### src/rtl/toy_dmem_arbiter.sv
`default_nettype none
// ============================================================================
//  Module      : toy_dmem_arbiter
//  Description : Round-robin arbiter sharing the Toy CPU's single-port data
//                memory between the CPU datapath (port 0) and the DMA/IO
//                engine (port 1). One access in flight, registered memory
//                command, fixed-latency read return with per-port rvalid.
//  Revision    : 1.0 - initial release
// ============================================================================
module toy_dmem_arbiter #(
    parameter int AW     = 12,
    parameter int DW     = 16,
    parameter int RD_LAT = 1     // legal range 1..4
) (
    input  logic          clk,
    input  logic          reset,      // asynchronous, active-low
    input  logic          req0,
    input  logic          req1,
    input  logic          we0,
    input  logic          we1,
    input  logic [AW-1:0] addr0,
    input  logic [AW-1:0] addr1,
    input  logic [DW-1:0] wdata0,
    input  logic [DW-1:0] wdata1,
    output logic          gnt0,
    output logic          gnt1,
    output logic          rvalid0,
    output logic          rvalid1,
    output logic [DW-1:0] rdata,
    output logic          mem_rd,
    output logic          mem_wr,
    output logic [AW-1:0] mem_addr,
    output logic [DW-1:0] mem_wdata,
    input  logic [DW-1:0] mem_rdata,
    output logic          busy
);

    // Three bits hold the largest legal read latency (4).
    localparam int c_CNT_W = 3;

    typedef enum logic [1:0] {
        S_IDLE   = 2'd0,
        S_ISSUE  = 2'd1,
        S_RDWAIT = 2'd2
    } state_t;

    state_t               r_state;
    state_t               w_state_nxt;
    logic                 r_last;       // port that won the most recent arbitration
    logic                 w_last_nxt;
    logic                 r_win;        // port owning the access in flight
    logic                 w_win_nxt;
    logic                 r_we;         // access in flight is a write
    logic                 w_we_nxt;
    logic [c_CNT_W-1:0]   r_cnt;        // read-latency countdown
    logic [c_CNT_W-1:0]   w_cnt_nxt;

    logic                 w_gnt0_nxt;
    logic                 w_gnt1_nxt;
    logic                 w_rvalid0_nxt;
    logic                 w_rvalid1_nxt;
    logic                 w_mem_rd_nxt;
    logic                 w_mem_wr_nxt;
    logic [AW-1:0]        w_mem_addr_nxt;
    logic [DW-1:0]        w_mem_wdata_nxt;
    logic [DW-1:0]        w_rdata_nxt;
    logic                 w_busy_nxt;

    // Arbitration: a lone requester wins; on contention the port that did not
    // win last time gets the memory.
    logic                 w_pick;
    logic                 w_pick_we;
    logic [AW-1:0]        w_pick_addr;
    logic [DW-1:0]        w_pick_wdata;

    assign w_pick       = (req0 && req1) ? ~r_last : req1;
    assign w_pick_we    = w_pick ? we1    : we0;
    assign w_pick_addr  = w_pick ? addr1  : addr0;
    assign w_pick_wdata = w_pick ? wdata1 : wdata0;

    // Next-state and next-output logic; every output is registered, so the
    // values seen during a state are computed on the transition into it.
    always_comb begin
        w_state_nxt     = r_state;
        w_last_nxt      = r_last;
        w_win_nxt       = r_win;
        w_we_nxt        = r_we;
        w_cnt_nxt       = r_cnt;
        w_gnt0_nxt      = 1'b0;
        w_gnt1_nxt      = 1'b0;
        w_rvalid0_nxt   = 1'b0;
        w_rvalid1_nxt   = 1'b0;
        w_mem_rd_nxt    = 1'b0;
        w_mem_wr_nxt    = 1'b0;
        w_mem_addr_nxt  = mem_addr;
        w_mem_wdata_nxt = mem_wdata;
        w_rdata_nxt     = rdata;

        unique case (r_state)
            S_IDLE: begin
                if (req0 || req1) begin
                    w_state_nxt    = S_ISSUE;
                    w_last_nxt     = w_pick;
                    w_win_nxt      = w_pick;
                    w_we_nxt       = w_pick_we;
                    w_gnt0_nxt     = ~w_pick;
                    w_gnt1_nxt     = w_pick;
                    w_mem_addr_nxt = w_pick_addr;
                    w_mem_wr_nxt   = w_pick_we;
                    w_mem_rd_nxt   = ~w_pick_we;
                    if (w_pick_we) begin
                        w_mem_wdata_nxt = w_pick_wdata;
                    end
                end
            end
            S_ISSUE: begin
                if (r_we) begin
                    w_state_nxt = S_IDLE;
                end else begin
                    w_state_nxt = S_RDWAIT;
                    w_cnt_nxt   = c_CNT_W'(RD_LAT);
                end
            end
            S_RDWAIT: begin
                w_cnt_nxt = r_cnt - 3'd1;
                // Counter hits zero on this edge: mem_rdata is valid now.
                if (r_cnt <= 3'd1) begin
                    w_state_nxt   = S_IDLE;
                    w_rdata_nxt   = mem_rdata;
                    w_rvalid0_nxt = ~r_win;
                    w_rvalid1_nxt = r_win;
                end
            end
            default: begin
                w_state_nxt = S_IDLE;
            end
        endcase

        w_busy_nxt = (w_state_nxt != S_IDLE);
    end

    // State, bookkeeping and output registers; reset drops any access in flight.
    always_ff @(posedge clk or negedge reset) begin
        if (!reset) begin
            r_state   <= S_IDLE;
            r_last    <= 1'b1;
            r_win     <= 1'b0;
            r_we      <= 1'b0;
            r_cnt     <= '0;
            gnt0      <= 1'b0;
            gnt1      <= 1'b0;
            rvalid0   <= 1'b0;
            rvalid1   <= 1'b0;
            mem_rd    <= 1'b0;
            mem_wr    <= 1'b0;
            mem_addr  <= '0;
            mem_wdata <= '0;
            rdata     <= '0;
            busy      <= 1'b0;
        end else begin
            r_state   <= w_state_nxt;
            r_last    <= w_last_nxt;
            r_win     <= w_win_nxt;
            r_we      <= w_we_nxt;
            r_cnt     <= w_cnt_nxt;
            gnt0      <= w_gnt0_nxt;
            gnt1      <= w_gnt1_nxt;
            rvalid0   <= w_rvalid0_nxt;
            rvalid1   <= w_rvalid1_nxt;
            mem_rd    <= w_mem_rd_nxt;
            mem_wr    <= w_mem_wr_nxt;
            mem_addr  <= w_mem_addr_nxt;
            mem_wdata <= w_mem_wdata_nxt;
            rdata     <= w_rdata_nxt;
            busy      <= w_busy_nxt;
        end
    end

endmodule
`default_nettype wire

### config.mk
export PLATFORM = sky130hd
export DESIGN_NAME = toy_dmem_arbiter
export DESIGN_NICKNAME = d
export VERILOG_FILES = /design/src/rtl/toy_dmem_arbiter.sv
export SDC_FILE = /design/constraint.sdc
export NUM_CORES = 1
export LEC_CHECK = 0
export BUFFER_PORTS_ARGS = -buffer_cell sky130_fd_sc_hd__buf_2
export CORE_MARGIN = 1
export CORE_UTILIZATION = 50
export CTS_CLUSTER_SIZE = 16
export DETAILED_ROUTE_END_ITERATION = 10
export MAX_ROUTING_LAYER = met4
export PLACE_DENSITY = 0.95
export SLEW_MARGIN = 10
export SYNTH_ARGS = -nofsm -noshare
export SYNTH_HDL_FRONTEND = slang
export SYNTH_SLANG_ARGS = --single-unit
### constraint.sdc
create_clock -name clk -period 3 [get_ports clk]
set_input_delay 0.15 -clock clk [delete_from_list [all_inputs] [get_ports clk]]
set_output_delay 0.15 -clock clk [all_outputs]
set_load 0.01 [all_outputs]
-- Yosys cells after proc, flatten, opt, wreduce, memory -nomap -nowiden
Index checks and enable logic that the tools add are counted.
- add/subtract/negate cells: 1
- $lt $le $gt $ge: 1
- eq/ne operators: 3
- muxes and demuxes: 22
- bitwise operators: 4
- reduce and logical (&&, ||, !) cells: 9
- operators by type and width (kind ; count):
    $mux 16 ; 1
    $mux 1 ; 14
    $mux 12 ; 1
    $mux 2 ; 3
    $pmux 2 s3 ; 1
    $pmux 3 s2 ; 1
    $reduce_and 2->1 ; 3
    $not 1->1 ; 4
    $reduce_bool 2->1 ; 2
    $le 3x1->1 const B ; 1
    $mux 3 ; 1
    $reduce_and 3->1 ; 1
    $sub 3x1->3 const B ; 1
    $eq 2x1->1 const B ; 1
    $eq 2x2->1 const B ; 1
    $logic_not 2->1 ; 1
    $ne 2x2->1 const B ; 1
    $logic_and 1x1->1 ; 1
    $logic_or 1x1->1 ; 1
- flip-flop bits (word level): 59
- bits of input ports: 78

-- Longest topological paths before layout
Gate-level depths: netlist (run 1).
- depth after elaboration: 6
- mapped depth: 7
- depth with buffers taken out: 5

-- Worst setup path before layout (run 1)
Ideal clock, no wire load.
- path kind: register to register
- from: reg r_state[1]
- to: reg mem_wdata[10]
- library setup time: 94 ps
- data arrival time: 1780 ps
- data required time: 2906 ps
- path slack: 1126 ps
- stages on the path, launching flop included: 8
- path buffers: 4
- clock period less this slack: 1874 ps
- cell sequence: dfrtp_1 > buf_6 > or3b_1 > buf_2 > or3_1 > buf_6 > buf_8 > a221oi_2
- cells in the longest elaborated chain, start to end: 2
- RTL lines (item ; RTL line ; text):
    start: declaration ; 47 ; state_t r_state;
    start signal: assignment ; 161 ; r_state <= w_state_nxt;
    $logic_not 2->1 ; 99 ; unique case (r_state)
    $reduce_and 3->1 (no source line) ; n/a ;
    end signal: assignment ; 173 ; mem_wdata <= w_mem_wdata_nxt;
    end: declaration ; 33 ; output logic [DW-1:0] mem_wdata,
No other way between the ends.
A chain may end at the register's enable or synchronous reset.

-- Worst setup path after layout (run 1)
- from: reg r_state[1]
- to: reg mem_wdata[0]
The elaborated chain is that of the path after synthesis.

==> results of run 1 <==
per-stage QoR:
step	instance area (um2)	cells	hold WS, ps
after detailed placement	3380	411	307
after global routing	3610	428	40.3
final	3610	428	46.5
after CTS	3610	428	31.6
after floorplan	2710	225	-146
after global placement	3380	411	289
cell usage in the layout, fill, tap and decap left out, types with 2 or more instances in the layout:
cell type,synthesis,routed
ha_1,2,2
a221o_1,9,9
mux2_2,22,22
clkbuf_8,0,12
a21o_1,2,2
nor4_1,17,17
nor2_1,3,3
mux2i_1,2,2
nand2b_1,2,2
inv_1,21,21
nor2b_1,3,3
and3_1,10,10
buf_4,0,6
a221oi_2,10,10
and2_1,3,3
clkinv_2,0,2
a221oi_1,6,6
buf_2,4,128
dfrtp_1,58,58
a21oi_1,18,18
nand2_1,3,3
area by class of cell:
class	count	area share (%)
Sequential cell	59	41.0
Multi-Input combinational cell	126	29.1
Timing Repair Buffer	135	19.3
Clock buffer	12	4.58
Tap cell	70	2.43
Inverter	22	2.29
Clock inverter	4	1.32
state kept, by name (all words and copies together), names as in the netlist:
register and count:
mem_wr 1, busy 1, r_cnt 3, gnt1 1, r_we 1, rdata 16, rvalid0 1, r_last 1
mem_wdata 16, mem_addr 12, mem_rd 1, gnt0 1, rvalid1 1, r_state 2, r_win 1
cell families after synthesis:
| group | Yosys count | share of synthesized area [%] |
|---|---|---|
| AO/OA/AOI/OAI | 50 | 16.0 |
| XOR/XNOR | 1 | 0.324 |
| adder cells (fa/ha/maj) | 2 | 0.925 |
| buffers and inverters | 40 | 6.71 |
| flip-flops | 59 | 54.6 |
| multiplexers | 24 | 9.90 |
| AND/OR/NAND/NOR | 49 | 11.5 |
worst max path at each step:
stage                     startpoint            end  slack, ps  cells after the start
after floorplan           r_state[1]  mem_wdata[10]       1130                      7
after global placement    r_state[1]   mem_wdata[3]        760                      3
after detailed placement  r_state[1]   mem_wdata[0]        680                      3
after CTS                 r_state[1]   mem_wdata[0]        670                      3
after global routing      r_state[1]   mem_wdata[4]        530                      3
final                     r_state[1]   mem_wdata[0]        660                      3
routing by layer:
| metal | vias up | share of wire [%] |
|---|---|---|
| met4 | 0 | 2.0 |
| met2 | 126 | 49 |
| li1 | 1083 | - |
| met1 | 1106 | 41 |
| met3 | 20 | 8.2 |
| met5 | - | 0 |
timing repair:
action,4_1_cts,5_1_grt
hold buffers,1,0
endpoints found under the setup margin,0,0
endpoints found under the hold margin,37,0
setup buffers,0,0
report_power, final:
part           internal [mW]  switching [mW]
Sequential              1.17           0.222
Combinational          0.702           0.776
Clock                  0.448           0.300
Total                   2.32            1.30
==> results.yml, run 1 <==
status:
  outcome: "finished, final reports clean"
routing:
  vias: 2335
  post-route-drc-count: 0
  firstDrtPassIters: 4
  viasPerCell: 5.46
  finalWirelength_mm: 6.96
  avgRoutedWirePerCell_um: 16.3
  drt.antenna.violating_nets: 0
  drt_iter0_markers: 140
floorplan:
  start_util_pct: 52.3
  coreArea_mm2: 0.00517
  die_w_um: 75.6
  die-area_mm2: 0.00571
  num_io_pins: 129
  fp.dieH_um: 75.6
  num_rows: 26
timing:
  timing.fmax_mhz: 428
  fin_setup_tns_ps: 0
  maxSlewHeadroom_pct: 36.8
  finalHoldViolations: 0
  period_share_pct: 77.9
  skew_ps: 8.46
  rsz0062_at_grt: "false"
  worstMarginPinSlew_ps: 940
  setup_viol: 0
  slew_violations: 0
  setup_slack_ps: 663
  min_period_ps: 2340
finish:
  fillers: 378
  nets: 433
  seqCellArea_mm2: 0.00148
  drive_above_1_share_pct: 52.8
  areaGrowthSynthToFinish_pct: 33.3
  multiInputGateArea_mm2: 0.00105
  insertedDiodeCount: 0
  fin_util_pct: 69.7
worst_setup_path:
  cp-end-kind: "register"
  critical-path-top-delay-family: "simple AND/OR/NAND/NOR gates"
  reg2reg_depth: 3
  slowest_stage: "or3_1"
  rr_startpoint: "r_state[1]"
  worstPathArrival_ps: 2560
  crit_type: "register to register"
  r2r-end: "mem_wdata[0]"
  crit_required_ps: 3220
  critical_path.max_stage_delay_ps: 720
  cp-start-kind: "register"
  path_max_fanout: 17
  cp_cell_sequence: "or3b_1, or3_1, a221oi_1"
  reg2reg_slack_ps: 660
  path_buf_inv: 0
yosys:
  synthArstFlopShare_pct: 100
  syn_area_mm2: 0.00271
  synth_top_area_share_pct: 53.7
  syn_inst: 225
  ys_seq_area_share_pct: 54.6
  yosysWarnings: 0
  yosysUniqueCellTypes: 37
  synth_common_cells: "58 x dfrtp_1, 22 x mux2_2, 21 x inv_1, 18 x a21oi_1, 17 x nor4_1"
  synth_ff_type: "dfrtp_1"
  ys_ff_latch: 59
  synth.avg_cell_area_um2: 12.0
  yosysTopAreaCell: "dfrtp_1"
  post-synth-top-count-cell: "dfrtp_1"
  synth_edf_count: 0
  yosys-top-cells-area: "dfrtp_1 54%, mux2_2 9.2%, a221oi_2 5.6%"
  syn-num-nets: 305
min_path:
  min_from: "addr0[7]"
  min_to: "mem_addr[7]"
  hold_depth: 2
  hp-class: "input port to register"
power:
  total_power_mw: 3.62
  pwr_density_cell_mw_per_mm2: 1000
  peakVddDrop_mv: 0.568
  power_leakage_nw: 1.83
clocking:
  clk_pin_slew_ps: 70
  clk_latency_ps: 330
  cts_root_buf: "clkbuf_8"
  htreeDepth: 3
  numCtsBuffers: 9
  cts_tree: "yes"
  ctsResizeCount: 0
  cts_sinks: 59
  cts_buffer_depth: 2
grt:
  grt_pass1_vias: 2250
  grt_pass1_wl_mm: 10.8
  grt_max_degree: 40
  busiest_layer: "met2"
  grt_use_met3_pct: 7.28
  grt-ovfl-total: 0
  grt.total_usage_pct: 26.6
  grtUsageMet1_pct: 31.4
  use_met2_pct: 43.8
  grt_antenna_before_repair: 0
place:
  gp_congestion: 0.856
  numPortBuffers: 128
  hpwlAfterDp_mm: 5.12
  place_ws_ps: 683
run:
  maxCapViolations: 0
Note: power is estimated with default switching activity, not from simulation.
==> inputs of run 2 (changes only) <==
Settings changed: CORE_UTILIZATION 50 to 42, PLACE_DENSITY 0.95 to 0.88.
Clock period 3 ns to 1.9 ns, I/O delays scaled along.
==> results.yml, run 2 (same netlist as run 1, synthesis figures left out) <==
timing:
  min_period_ps: 1720
  period_share_pct: 90.7
  fin_setup_tns_ps: 0
  setup_viol: 0
  skew_ps: 8.51
  holdWs_ps: 9.66
  slew_violations: 0
  worstMarginPinSlew_ps: 598
  finalHoldViolations: 0
  setup_slack_ps: 176
  timing.fmax_mhz: 580
  rsz0062_at_grt: "false"
  maxSlewHeadroom_pct: 60.2
place:
  hpwlAfterDp_mm: 4.70
  gp_congestion: 0.821
  place_area_mm2: 0.00348
  dp_cells: 426
  numPortBuffers: 128
  place_ws_ps: 71.0
routing:
  finalWirelength_mm: 7.17
  post-route-drc-count: 0
  viasPerCell: 5.32
  drt_iter0_markers: 135
  firstDrtPassIters: 4
  vias: 2532
  avgRoutedWirePerCell_um: 15.1
  drt.antenna.violating_nets: 0
grt:
  grt_pass1_vias: 2528
  use_met2_pct: 39.6
  busiest_layer: "met2"
  grt.total_usage_pct: 23.4
  grt_antenna_before_repair: 0
  grt_pass1_wl_mm: 11.2
  grt_use_met3_pct: 7.03
  grt_max_degree: 28
  grt-ovfl-total: 0
  grtUsageMet1_pct: 24.6
floorplan:
  num_rows: 28
  start_util_pct: 44.6
  fp.dieH_um: 82.3
  die-area_mm2: 0.00677
  coreArea_mm2: 0.00606
  num_io_pins: 129
  die_w_um: 82.3
power:
  pwr_density_cell_mw_per_mm2: 1500
  power_leakage_nw: 2.04
  peakVddDrop_mv: 0.766
finish:
  top_regs: "mem_wdata: 16 flops, rdata: 16 flops, mem_addr: 12 flops"
  nets: 476
  final_area_mm2: 0.00407
  seqCellArea_mm2: 0.00148
  insertedDiodeCount: 0
  instances_no_fill: 476
  final_common_cell: "buf_2"
  areaGrowthSynthToFinish_pct: 50.4
  multiInputGateArea_mm2: 0.00105
  fillers: 448
  drive_above_1_share_pct: 49.9
  final_cell_mix: "128 x buf_2, 58 x dfrtp_1, 34 x dlygate4sd3_1"
run:
  maxCapViolations: 0
clocking:
  numCtsBuffers: 9
  cts_sinks: 59
  clk_latency_ps: 340
  cts_buffer_depth: 2
  clk_pin_slew_ps: 70
  cts_root_buf: "clkbuf_8"
  htreeDepth: 3
  cts_tree: "yes"
worst_setup_path:
  path_max_fanout: 16
  crit_required_ps: 2120
  cp-end-kind: "register"
  crit_type: "register to register"
  worstPathArrival_ps: 1950
  cp-start-kind: "register"
min_path:
  hp-class: "input port to register"
status:
  outcome: "finished, final reports clean"
==> run 2: cell types whose count changed in the layout (fill, tap and decap cells not counted), moves of 2 or more <==
cell           previous run  this run
dlygate4sd3_1             1        34
buf_4                     6        15
bufinv_16                 1         3
clkbuf_8                 12        10
==> run 2: final cells by class <==
class | count | share of cell area (%)
Sequential cell | 59 | 36.3
Inverter | 22 | 2.03
Tap cell | 75 | 2.31
Multi-Input combinational cell | 126 | 25.8
Clock buffer | 10 | 3.38
Clock inverter | 6 | 2.74
Timing Repair Buffer | 178 | 27.4
==> run 2: per-layer routing <==
layer | wire length, um | vias to the layer above
li1 | - | 1177
met1 | 2750 | 1214
met2 | 3760 | 125
met3 | 512 | 16
met4 | 157 | 0
met5 | 0 | -
==> run 2: power by group <==
part           total [mW]  switching [mW]  internal, mW
clock                1.41           0.506         0.909
combinational        2.51            1.27          1.24
sequential           2.16           0.314          1.85
==> run 2: final timing paths <==
kind | startpoint | to | slack [ps] | cells past startpoint
hold / removal | addr0[9] | mem_addr[9] | 10 | 2
min in group asynchronous | reset | rdata[15] | 310 | 2
max in group asynchronous | reset | mem_wdata[5] | 910 | 3
setup reg to reg | r_state[1] | mem_wdata[4] | 180 | 4
hold reg to reg | r_win | rvalid0 | 480 | 1
setup / recovery | r_state[1] | mem_wdata[4] | 180 | 4
==> run 2: per-stage QoR <==
| step | utilization (%) | power (mW) |
|---|---|---|
| detailed placement | 57.4 | 4.63 |
| CTS | 66.9 | 6.11 |
| global route | 67.1 | 6.52 |
| floorplan | - | 3.64 |
| global placement | 57.4 | 4.50 |
| finish | 67.1 | 6.09 |
==> run 2: critical path, stage by stage (launching register included) <==
cell      delay [ps]
dfrtp_1          370
or3b_1           390
or3_1            310
buf_4            220
a221oi_1         320
==> run 2: timing repair <==
| action | CTS | global route |
|---|---|---|
| buffers inserted | 0 | 0 |
| endpoints found under the hold margin | 56 | 1 |
| setup endpoints to repair | 0 | 6 |
| resized for setup | 0 | 1 |
| hold buffers | 33 | 1 |
